$ cat src/rtl/bus_register_responder_pkg.sv
// Shared definitions for the strobe/acknowledge register responder:
// FSM state encoding, bus data width, wait-counter width and the unmapped read value.
package bus_register_responder_pkg;

  localparam int unsigned BUS_DATA_WIDTH = 32;
  localparam int unsigned WAIT_CNT_WIDTH = 4;

  localparam logic [BUS_DATA_WIDTH-1:0] UNMAPPED_READ_VALUE = 32'h0000_0000;

  typedef enum logic [1:0] {
    IDLE  = 2'd0,
    WAIT  = 2'd1,
    ACK   = 2'd2,
    STALL = 2'd3
  } bus_state_e;

endpackage

$ cat src/rtl/bus_register_responder_if.sv
// Strobe/acknowledge bus between the CPU-side master and the register responder.
interface bus_register_responder_if
  import bus_register_responder_pkg::*;
#(
  parameter int unsigned ADDR_WIDTH = 6
) ();

  logic                      bus_stb;
  logic                      bus_we;
  logic [ADDR_WIDTH-1:0]     bus_addr;
  logic [BUS_DATA_WIDTH-1:0] bus_data_in;
  logic [BUS_DATA_WIDTH-1:0] bus_data_out;
  logic                      bus_ack;

  modport master (
    output bus_stb,
    output bus_we,
    output bus_addr,
    output bus_data_in,
    input  bus_data_out,
    input  bus_ack
  );

  modport slave (
    input  bus_stb,
    input  bus_we,
    input  bus_addr,
    input  bus_data_in,
    output bus_data_out,
    output bus_ack
  );

endinterface

$ cat src/rtl/bus_register_responder_wait_counter.sv
// bus_wait_counter: 4-bit loadable down-counter that times the responder's wait states.
module bus_wait_counter
  import bus_register_responder_pkg::*;
(
  input  logic                      i_clk,
  input  logic                      i_rst,
  input  logic                      i_load,
  input  logic [WAIT_CNT_WIDTH-1:0] i_load_val,
  input  logic                      i_en,
  output logic                      o_zero
);

  logic [WAIT_CNT_WIDTH-1:0] r_count;

  // Saturates at zero so a stray enable can never wrap to 15.
  always_ff @(posedge i_clk) begin
    if (i_rst) begin
      r_count <= '0;
    end else if (i_load) begin
      r_count <= i_load_val;
    end else if (i_en && (r_count != '0)) begin
      r_count <= r_count - 1'b1;
    end
  end

  assign o_zero = (r_count == '0);

endmodule

$ cat src/rtl/bus_register_responder.sv
// Register-bank responder on the strobe/acknowledge bus with fixed wait states.
// Define BUS_RESPONDER_UNMAPPED_ACK_EN to acknowledge unmapped accesses instead of stalling.
module bus_register_responder
  import bus_register_responder_pkg::*;
#(
  parameter int unsigned WAIT_STATES = 2,
  parameter int unsigned NUM_REGS    = 16,
  parameter int unsigned ADDR_WIDTH  = 6
) (
  input  logic                     clock,
  input  logic                     reset,
  bus_register_responder_if.slave  bus
);

  localparam int unsigned        IDX_W      = (NUM_REGS > 1) ? $clog2(NUM_REGS) : 1;
  localparam logic [ADDR_WIDTH:0] NUM_REGS_W = (ADDR_WIDTH + 1)'(NUM_REGS);

  bus_state_e                r_state;
  bus_state_e                w_next;

  logic                      r_we;
  logic                      r_mapped;
  logic [IDX_W-1:0]          r_idx;
  logic [BUS_DATA_WIDTH-1:0] r_wdata;
  logic [BUS_DATA_WIDTH-1:0] r_regs [NUM_REGS];

  logic                      r_ack;
  logic [BUS_DATA_WIDTH-1:0] r_data_out;

  logic                      w_capture;
  logic                      w_addr_mapped;
  logic                      w_cnt_load;
  logic                      w_cnt_en;
  logic                      w_cnt_zero;
  logic [BUS_DATA_WIDTH-1:0] w_read_data;

  assign w_addr_mapped = ({1'b0, bus.bus_addr} < NUM_REGS_W);
  assign w_capture     = (r_state == IDLE) && bus.bus_stb;

  bus_wait_counter u_wait_counter (
    .i_clk      (clock),
    .i_rst      (reset),
    .i_load     (w_cnt_load),
    .i_load_val (WAIT_CNT_WIDTH'(WAIT_STATES)),
    .i_en       (w_cnt_en),
    .o_zero     (w_cnt_zero)
  );

  always_ff @(posedge clock) begin
    if (reset) begin
      r_state <= IDLE;
    end else begin
      r_state <= w_next;
    end
  end

  // Abort (strobe dropped) takes priority over the counter reaching zero.
  always_comb begin
    w_next     = r_state;
    w_cnt_load = 1'b0;
    w_cnt_en   = 1'b0;
    unique case (r_state)
      IDLE: begin
        if (bus.bus_stb) begin
`ifdef BUS_RESPONDER_UNMAPPED_ACK_EN
          w_next     = WAIT;
          w_cnt_load = 1'b1;
`else
          if (w_addr_mapped) begin
            w_next     = WAIT;
            w_cnt_load = 1'b1;
          end else begin
            w_next = STALL;
          end
`endif
        end
      end
      WAIT: begin
        if (!bus.bus_stb) begin
          w_next = IDLE;
        end else if (w_cnt_zero) begin
          w_next = ACK;
        end else begin
          w_cnt_en = 1'b1;
        end
      end
      ACK: begin
        w_next = IDLE;
      end
      STALL: begin
        if (!bus.bus_stb) begin
          w_next = IDLE;
        end
      end
      default: begin
        w_next = IDLE;
      end
    endcase
  end

  always_ff @(posedge clock) begin
    if (reset) begin
      r_we     <= 1'b0;
      r_mapped <= 1'b0;
      r_idx    <= '0;
      r_wdata  <= '0;
    end else if (w_capture) begin
      r_we     <= bus.bus_we;
      r_mapped <= w_addr_mapped;
      r_idx    <= bus.bus_addr[IDX_W-1:0];
      r_wdata  <= bus.bus_data_in;
    end
  end

  // Write commits at the edge closing ACK, so a following capture already sees it.
  always_ff @(posedge clock) begin
    if (reset) begin
      for (int unsigned i = 0; i < NUM_REGS; i++) begin
        r_regs[i] <= '0;
      end
    end else if ((r_state == ACK) && r_we && r_mapped) begin
      r_regs[r_idx] <= r_wdata;
    end
  end

  assign w_read_data = r_mapped ? r_regs[r_idx] : UNMAPPED_READ_VALUE;

  // Outputs are registered one edge ahead of the ACK state they accompany.
  always_ff @(posedge clock) begin
    if (reset) begin
      r_ack      <= 1'b0;
      r_data_out <= '0;
    end else begin
      r_ack      <= (w_next == ACK);
      r_data_out <= ((w_next == ACK) && !r_we) ? w_read_data : '0;
    end
  end

  assign bus.bus_ack      = r_ack;
  assign bus.bus_data_out = r_data_out;

endmodule
$ cat src/flat_wrapper.sv
// flat-port wrapper written by rule: the top's interface ports become plain ports
module bus_register_responder_flat import bus_register_responder_pkg::*;
#(
  parameter int unsigned WAIT_STATES = 2,
  parameter int unsigned NUM_REGS    = 16,
  parameter int unsigned ADDR_WIDTH  = 6
)
  (clock, reset, bus_bus_stb, bus_bus_we, bus_bus_addr, bus_bus_data_in, bus_bus_data_out, bus_bus_ack);
  bus_register_responder_if #(.ADDR_WIDTH(ADDR_WIDTH)) bus_i ();
  input  logic clock;
  input  logic reset;
  input wire logic [$bits(bus_i.bus_stb)-1:0] bus_bus_stb;
  input wire logic [$bits(bus_i.bus_we)-1:0] bus_bus_we;
  input wire logic [$bits(bus_i.bus_addr)-1:0] bus_bus_addr;
  input wire logic [$bits(bus_i.bus_data_in)-1:0] bus_bus_data_in;
  output wire logic [$bits(bus_i.bus_data_out)-1:0] bus_bus_data_out;
  output wire logic [$bits(bus_i.bus_ack)-1:0] bus_bus_ack;
  assign bus_i.bus_stb = bus_bus_stb;
  assign bus_i.bus_we = bus_bus_we;
  assign bus_i.bus_addr = bus_bus_addr;
  assign bus_i.bus_data_in = bus_bus_data_in;
  assign bus_bus_data_out = bus_i.bus_data_out;
  assign bus_bus_ack = bus_i.bus_ack;
  bus_register_responder #(.WAIT_STATES(WAIT_STATES), .NUM_REGS(NUM_REGS), .ADDR_WIDTH(ADDR_WIDTH)) u_core (.clock(clock), .reset(reset), .bus(bus_i));
endmodule
$ cat config.mk
export PLATFORM = sky130hd
export DESIGN_NAME = bus_register_responder_flat
export DESIGN_NICKNAME = d
export VERILOG_FILES = /design/src/rtl/bus_register_responder_pkg.sv /design/src/rtl/bus_register_responder_if.sv /design/src/rtl/bus_register_responder_wait_counter.sv /design/src/rtl/bus_register_responder.sv /design/src/flat_wrapper.sv
export SDC_FILE = /design/constraint.sdc
export NUM_CORES = 1
export LEC_CHECK = 0
export CORE_ASPECT_RATIO = 1.5
export CORE_MARGIN = 2
export CORE_UTILIZATION = 52
export DETAILED_ROUTE_END_ITERATION = 10
export DONT_BUFFER_PORTS = 1
export PLACE_DENSITY = 0.76
export SETUP_SLACK_MARGIN = 0.1
export SLEW_MARGIN = 20
export SYNTH_ARGS = -nofsm -noshare
export SYNTH_HDL_FRONTEND = slang
export SYNTH_SLANG_ARGS = --single-unit
$ cat constraint.sdc
create_clock -name clock -period 13.57 [get_ports clock]
set_input_delay 4.071 -clock clock [delete_from_list [all_inputs] [get_ports clock]]
set_output_delay 4.071 -clock clock [all_outputs]
set_load 0.02 [all_outputs]
==> qor.yml, run 1 <==
total_power_uw: 3932
hold_ws_ns: 0.4474
holdBufCountCts: 0
cts_buffer_depth: 3
setup_viol: 0
timing.final.crit_share: 0.4475
drt-initial-drc-count: 1590
cts_buffers: 53
required_ns: 13.80
first_pass_iters: 5
seq_area_um2: 16930
grt_setup_unrepaired: "false"
grt_pass1_wl_um: 93920
p_leak_uw: 0.008441
core_um2: 48560
period_needed_ns: 6.073
final_nets: 1684
grt_use_total: 0.2469
htreeDepth: 2
finClkSkew_ns: 0.02840
yosys.area_share.adder: 0.0004896
netlist_instances: 1755
multiInputGateArea_um2: 7776
maxSlewHeadroom: 0.2754
antenna_found_initial: 2
grt_pass1_vias: 15880
routed_via_density: 6.540
slew_viol_final: 0
tns_ns: 0
root_buffer: "clkbuf_16"
die-area_um2: 50970
worstSetupEndpointType: "register"
cellPowerDensity_nw_per_um2: 140.6
row_count: 99
cap_violations: 0
synth_simple_gate_area_frac: 0.1366
fin_util: 0.5758
wl_um: 61720
ir_worst_vdd_uv: 87.16
synthesis.area_um2: 25550
status: "complete, no violations"
synth.avg_cell_area_um2: 14.56
cp_max_fo: 62
worst_slew_pin_slew_ns: 1.085
cts_resized: 0
hold_path_class: "register to register"
seq_area_frac_synth: 0.6620
vias: 15330
initial_core_util: 0.5263
synth_compound_area_frac: 0.02071
clkSinkCount: 589
fmax_mhz: 164.7
synth-edff-count: 512
synthArstFlopShare: 0
hpwlAfterDp_um: 36360
critPathKind: "input port to register"
pin_count: 75
die_y_um: 275.5
synth_ff_type: "edfxtp_1"
gp_congestion: 0.7924
ys_warn_count: 0
arrival_ns: 6.30
antenna_left: 0
drive_above_1_share: 0.2123
port_buffers: 0
drc: 0
synth_top_family_by_area: "multiplexers"
cts_tree: "built"
grt_max_degree: 89
clkTransAtPathRegs_ns: 0.06
synthMuxAreaShare: 0.1379
worst_slack_ns: 7.497
synth-xor-area-share: 0
syn_to_final_growth_pct: 9.401
gr-total-overflow: 0
startpoint_type: "input port"
hold_violations: 0
wire_per_inst_um: 26.33
fillers: 3728
ys_ff_latch: 589
die_w_um: 185.0
syn_nets: 1798
post-place-ws_ns: 6.920
synthDistinctLibCells: 37
post_cts_buffers: 0
clkLatencyLatePin_ns: 0.60
-- state kept, by name, summed over array words and instances (netlist names) --
| register | count |
|---|---|
| u_core.bus.bus_ack | 1 |
| u_core.bus.bus_data_out | 32 |
| u_core.r_idx | 4 |
| u_core.r_mapped | 1 |
| u_core.r_regs | 512 |
| u_core.r_state | 2 |
| u_core.r_wdata | 32 |
| u_core.r_we | 1 |
| u_core.u_wait_counter.r_count | 4 |
-- cell usage after synthesis (2+ instances only) --
| library cell | n | area [um^2] |
|---|---|---|
| a21oi_1 | 42 | 210.2 |
| buf_1 | 13 | 48.80 |
| buf_2 | 73 | 365.4 |
| buf_4 | 6 | 45.04 |
| buf_6 | 3 | 33.78 |
| clkbuf_1 | 120 | 450.4 |
| dfxtp_1 | 77 | 1541 |
| edfxtp_1 | 512 | 15370 |
| inv_1 | 36 | 135.1 |
| mux2i_1 | 64 | 640.6 |
| mux4_2 | 128 | 2883 |
| nand2_1 | 78 | 292.8 |
| nand2b_1 | 4 | 25.02 |
| nand4_1 | 6 | 37.54 |
| nor2b_1 | 2 | 12.51 |
| nor3_1 | 385 | 1927 |
| nor3_2 | 64 | 640.6 |
| nor3b_1 | 2 | 15.01 |
| nor4_1 | 64 | 400.4 |
| o21ai_0 | 17 | 85.08 |
| o21ai_1 | 4 | 20.02 |
| o22ai_1 | 32 | 200.2 |
| or3_1 | 4 | 25.02 |
| or4_1 | 6 | 45.04 |
-- worst max-delay path: stages --
cell	delay [ns]
or4_4	0.85
buf_4	0.48
o21ai_4	0.39
buf_4	0.45
-- path summary, 6_finish.rpt --
| check | startpoint | end | slack, ns | depth (start not counted) |
|---|---|---|---|---|
| hold / removal | u_core.r_wdata[2] | u_core.r_wdata[2] | 0.45 | 2 |
| setup reg to reg | u_core.r_idx[1] | u_core.bus.bus_data_out[28] | 8.91 | 6 |
| setup / recovery | reset | u_core.r_regs[9][0] | 7.50 | 4 |
| hold reg to reg | u_core.r_wdata[2] | u_core.r_wdata[2] | 0.45 | 2 |
-- power breakdown --
group          total, uW  internal [uW]  switching (uW)
combinational        270           86.8             183
sequential          2050           2020            30.7
clock               1610            940             671
total               3930           3050             886
-- stage by stage --
stage          instances  area, um^2
2_1_floorplan       1755       25550
3_3_place_gp        2240       25990
3_5_place_dp        2242       26050
4_1_cts             2342       27950
5_1_grt             2344       27960
6_report            2344       27960
-- cells in the final DEF (no fill, tap or decap), types with 10 or more instances in the layout --
cell type / synthesis / routed
o21ai_4: 0 / 16
nor3_1: 385 / 385
inv_1: 36 / 36
a21oi_1: 42 / 42
nor3_2: 64 / 64
mux4_2: 128 / 128
clkbuf_16: 0 / 57
o22ai_1: 32 / 32
nor4_1: 64 / 64
buf_4: 6 / 43
mux2i_1: 64 / 64
dfxtp_1: 77 / 74
nand2_1: 78 / 77
edfxtp_1: 512 / 512
clkinv_2: 0 / 10
-- metal layers --
layer	global-route usage	vias to the layer above	routed length (um)
met5	0	-	0
met4	0.1090	0	2336
li1	-	6627	-
met2	0.4349	727	32510
met1	0.3017	7832	22200
met3	0.03800	144	4676
-- layout make-up --
type / instances / share of cell area
Sequential cell: 589 / 0.6055
Tap cell: 656 / 0.02936
Multi-Input combinational cell: 914 / 0.2782
Clock inverter: 29 / 0.01253
Antenna cell: 2 / 0.0001790
Clock buffer: 71 / 0.05541
Inverter: 37 / 0.004968
Timing Repair Buffer: 46 / 0.01392
-- logic make-up after synthesis --
| logic type | after synthesis |
|---|---|
| DFF | 589 |
| and+or+nand+nor | 624 |
| buffers and inverters | 252 |
| muxes | 192 |
| AOI/OAI and AO/OA | 97 |
| adders and majority gates | 1 |
Note: power is estimated with default switching activity, not from simulation.
==> run 2, diff against run 1 <==
--- a/config.mk
+++ b/config.mk
@@ -10,7 +10,7 @@
 export CORE_UTILIZATION = 52
 export DETAILED_ROUTE_END_ITERATION = 10
 export DONT_BUFFER_PORTS = 1
-export PLACE_DENSITY = 0.76
+export PLACE_DENSITY = 0.79
 export SETUP_SLACK_MARGIN = 0.1
 export SLEW_MARGIN = 20
 export SYNTH_ARGS = -nofsm -noshare
==> constraint.sdc (replaced) <==
create_clock -name clock -period 5.45 [get_ports clock]
set_input_delay 1.635 -clock clock [delete_from_list [all_inputs] [get_ports clock]]
set_output_delay 1.635 -clock clock [all_outputs]
set_load 0.02 [all_outputs]
==> qor.yml, run 2 (synthesized netlist as in run 1, its figures left out) <==
status: "complete, no violations"
cts_tree: "built"
period_needed_ns: 3.575
die_y_um: 275.5
cp_max_fo: 46
routed_via_density: 6.605
root_buffer: "clkbuf_16"
largest_reg_flops: 512
initial_core_util: 0.5263
cellPowerDensity_nw_per_um2: 335.6
gp_congestion: 0.8079
antenna_found_initial: 0
startpoint_type: "input port"
die_w_um: 185.0
fillers: 3645
drive_above_1_share: 0.2019
top_register: "u_core.r_regs"
worst_slew_pin_slew_ns: 0.9783
final_nets: 1682
core_um2: 48560
syn_to_final_growth_pct: 9.342
ir_worst_vdd_uv: 273.8
arrival_ns: 3.86
holdBufCountCts: 0
clkSinkCount: 589
finClkSkew_ns: 0.01134
fin_area_um2: 27940
cts_buffer_depth: 3
grt_setup_unrepaired: "false"
critPathKind: "input port to register"
cts_buffers: 52
gr-total-overflow: 0
hold_path_class: "register to register"
slew_viol_final: 0
maxSlewHeadroom: 0.3464
drc: 0
regToRegSetupSlack_ns: 2.31
die-area_um2: 50970
clkTransAtPathRegs_ns: 0.06
clkLatencyLatePin_ns: 0.59
wl_um: 61140
tns_ns: 0
total_power_uw: 9377
grt_use_total: 0.2435
setup_viol: 0
layout_commonest_cell: "edfxtp_1"
antenna_left: 0
htreeDepth: 2
pin_count: 75
grt_max_degree: 121
dpl_cell_area_um2: 26180
fin_cells: 2335
row_count: 99
vias: 15420
placed_cells: 2236
cts_resized: 0
grt_pass1_wl_um: 93820
wire_per_inst_um: 26.19
grt_pass1_vias: 15610
post_cts_buffers: 0
port_buffers: 0
hpwlAfterDp_um: 36300
first_pass_iters: 5
drt-initial-drc-count: 2192
worstSetupEndpointType: "register"
required_ns: 5.74
p_leak_uw: 0.008397
cap_violations: 0
fmax_mhz: 279.7
hold_violations: 0
timing.final.crit_share: 0.6560
n_antenna_cell: 0
final_cell_mix: "edfxtp_1, nor3_1, mux4_2"
## run 2: final cells by class
class	instances	area [um^2]	area share
tap	656	820.8	0.02937
clock inverter	18	138.9	0.004970
clock buffer	76	1483	0.05306
timing repair buffer	45	658.1	0.02355
multi-input combinational	914	7775	0.2783
inverter	37	138.9	0.004970
sequential	589	16930	0.6058
## run 2: metrics by stage
step / hold slack, ns / util / setup slack, ns
after floorplan: 0.4363 / - / 0.1788
after global routing: 0.4691 / 0.5754 / 1.826
final: 0.4492 / 0.5754 / 1.875
after global placement: 0.4368 / 0.5332 / 1.195
after detailed placement: 0.4440 / 0.5392 / 1.091
after CTS: 0.4523 / 0.5726 / 1.695
## run 2: metal layers
layer  vias up  GRT usage  wire length [um]
met2       962     0.4026             30670
li1       6605          -                 -
met1      7729     0.3269             22490
met4         0    0.08187              1826
met5         -          0                 0
met3       127    0.04684              6163
## run 2: where the power goes
group	total, uW	switching (uW)	internal, uW
clock	3570	1600	1970
sequential	5100	76.3	5030
combinational	702	465	238
total	9380	2140	7240
## run 2: path summary, 6_finish.rpt
kind                                                     to         startpoint  cells after the start
worst min register to register            u_core.r_wdata[9]  u_core.r_wdata[9]                      2
worst min-delay path                      u_core.r_wdata[9]  u_core.r_wdata[9]                      2
worst max-delay path                   u_core.r_regs[11][1]              reset                      4
worst max register to register  u_core.bus.bus_data_out[19]    u_core.r_idx[0]                      4
## run 2: worst max-delay path: stages
cell     delay [ns]
inv_1          0.38
nand4_1        0.74
o21ai_4        0.83
buf_16         0.25
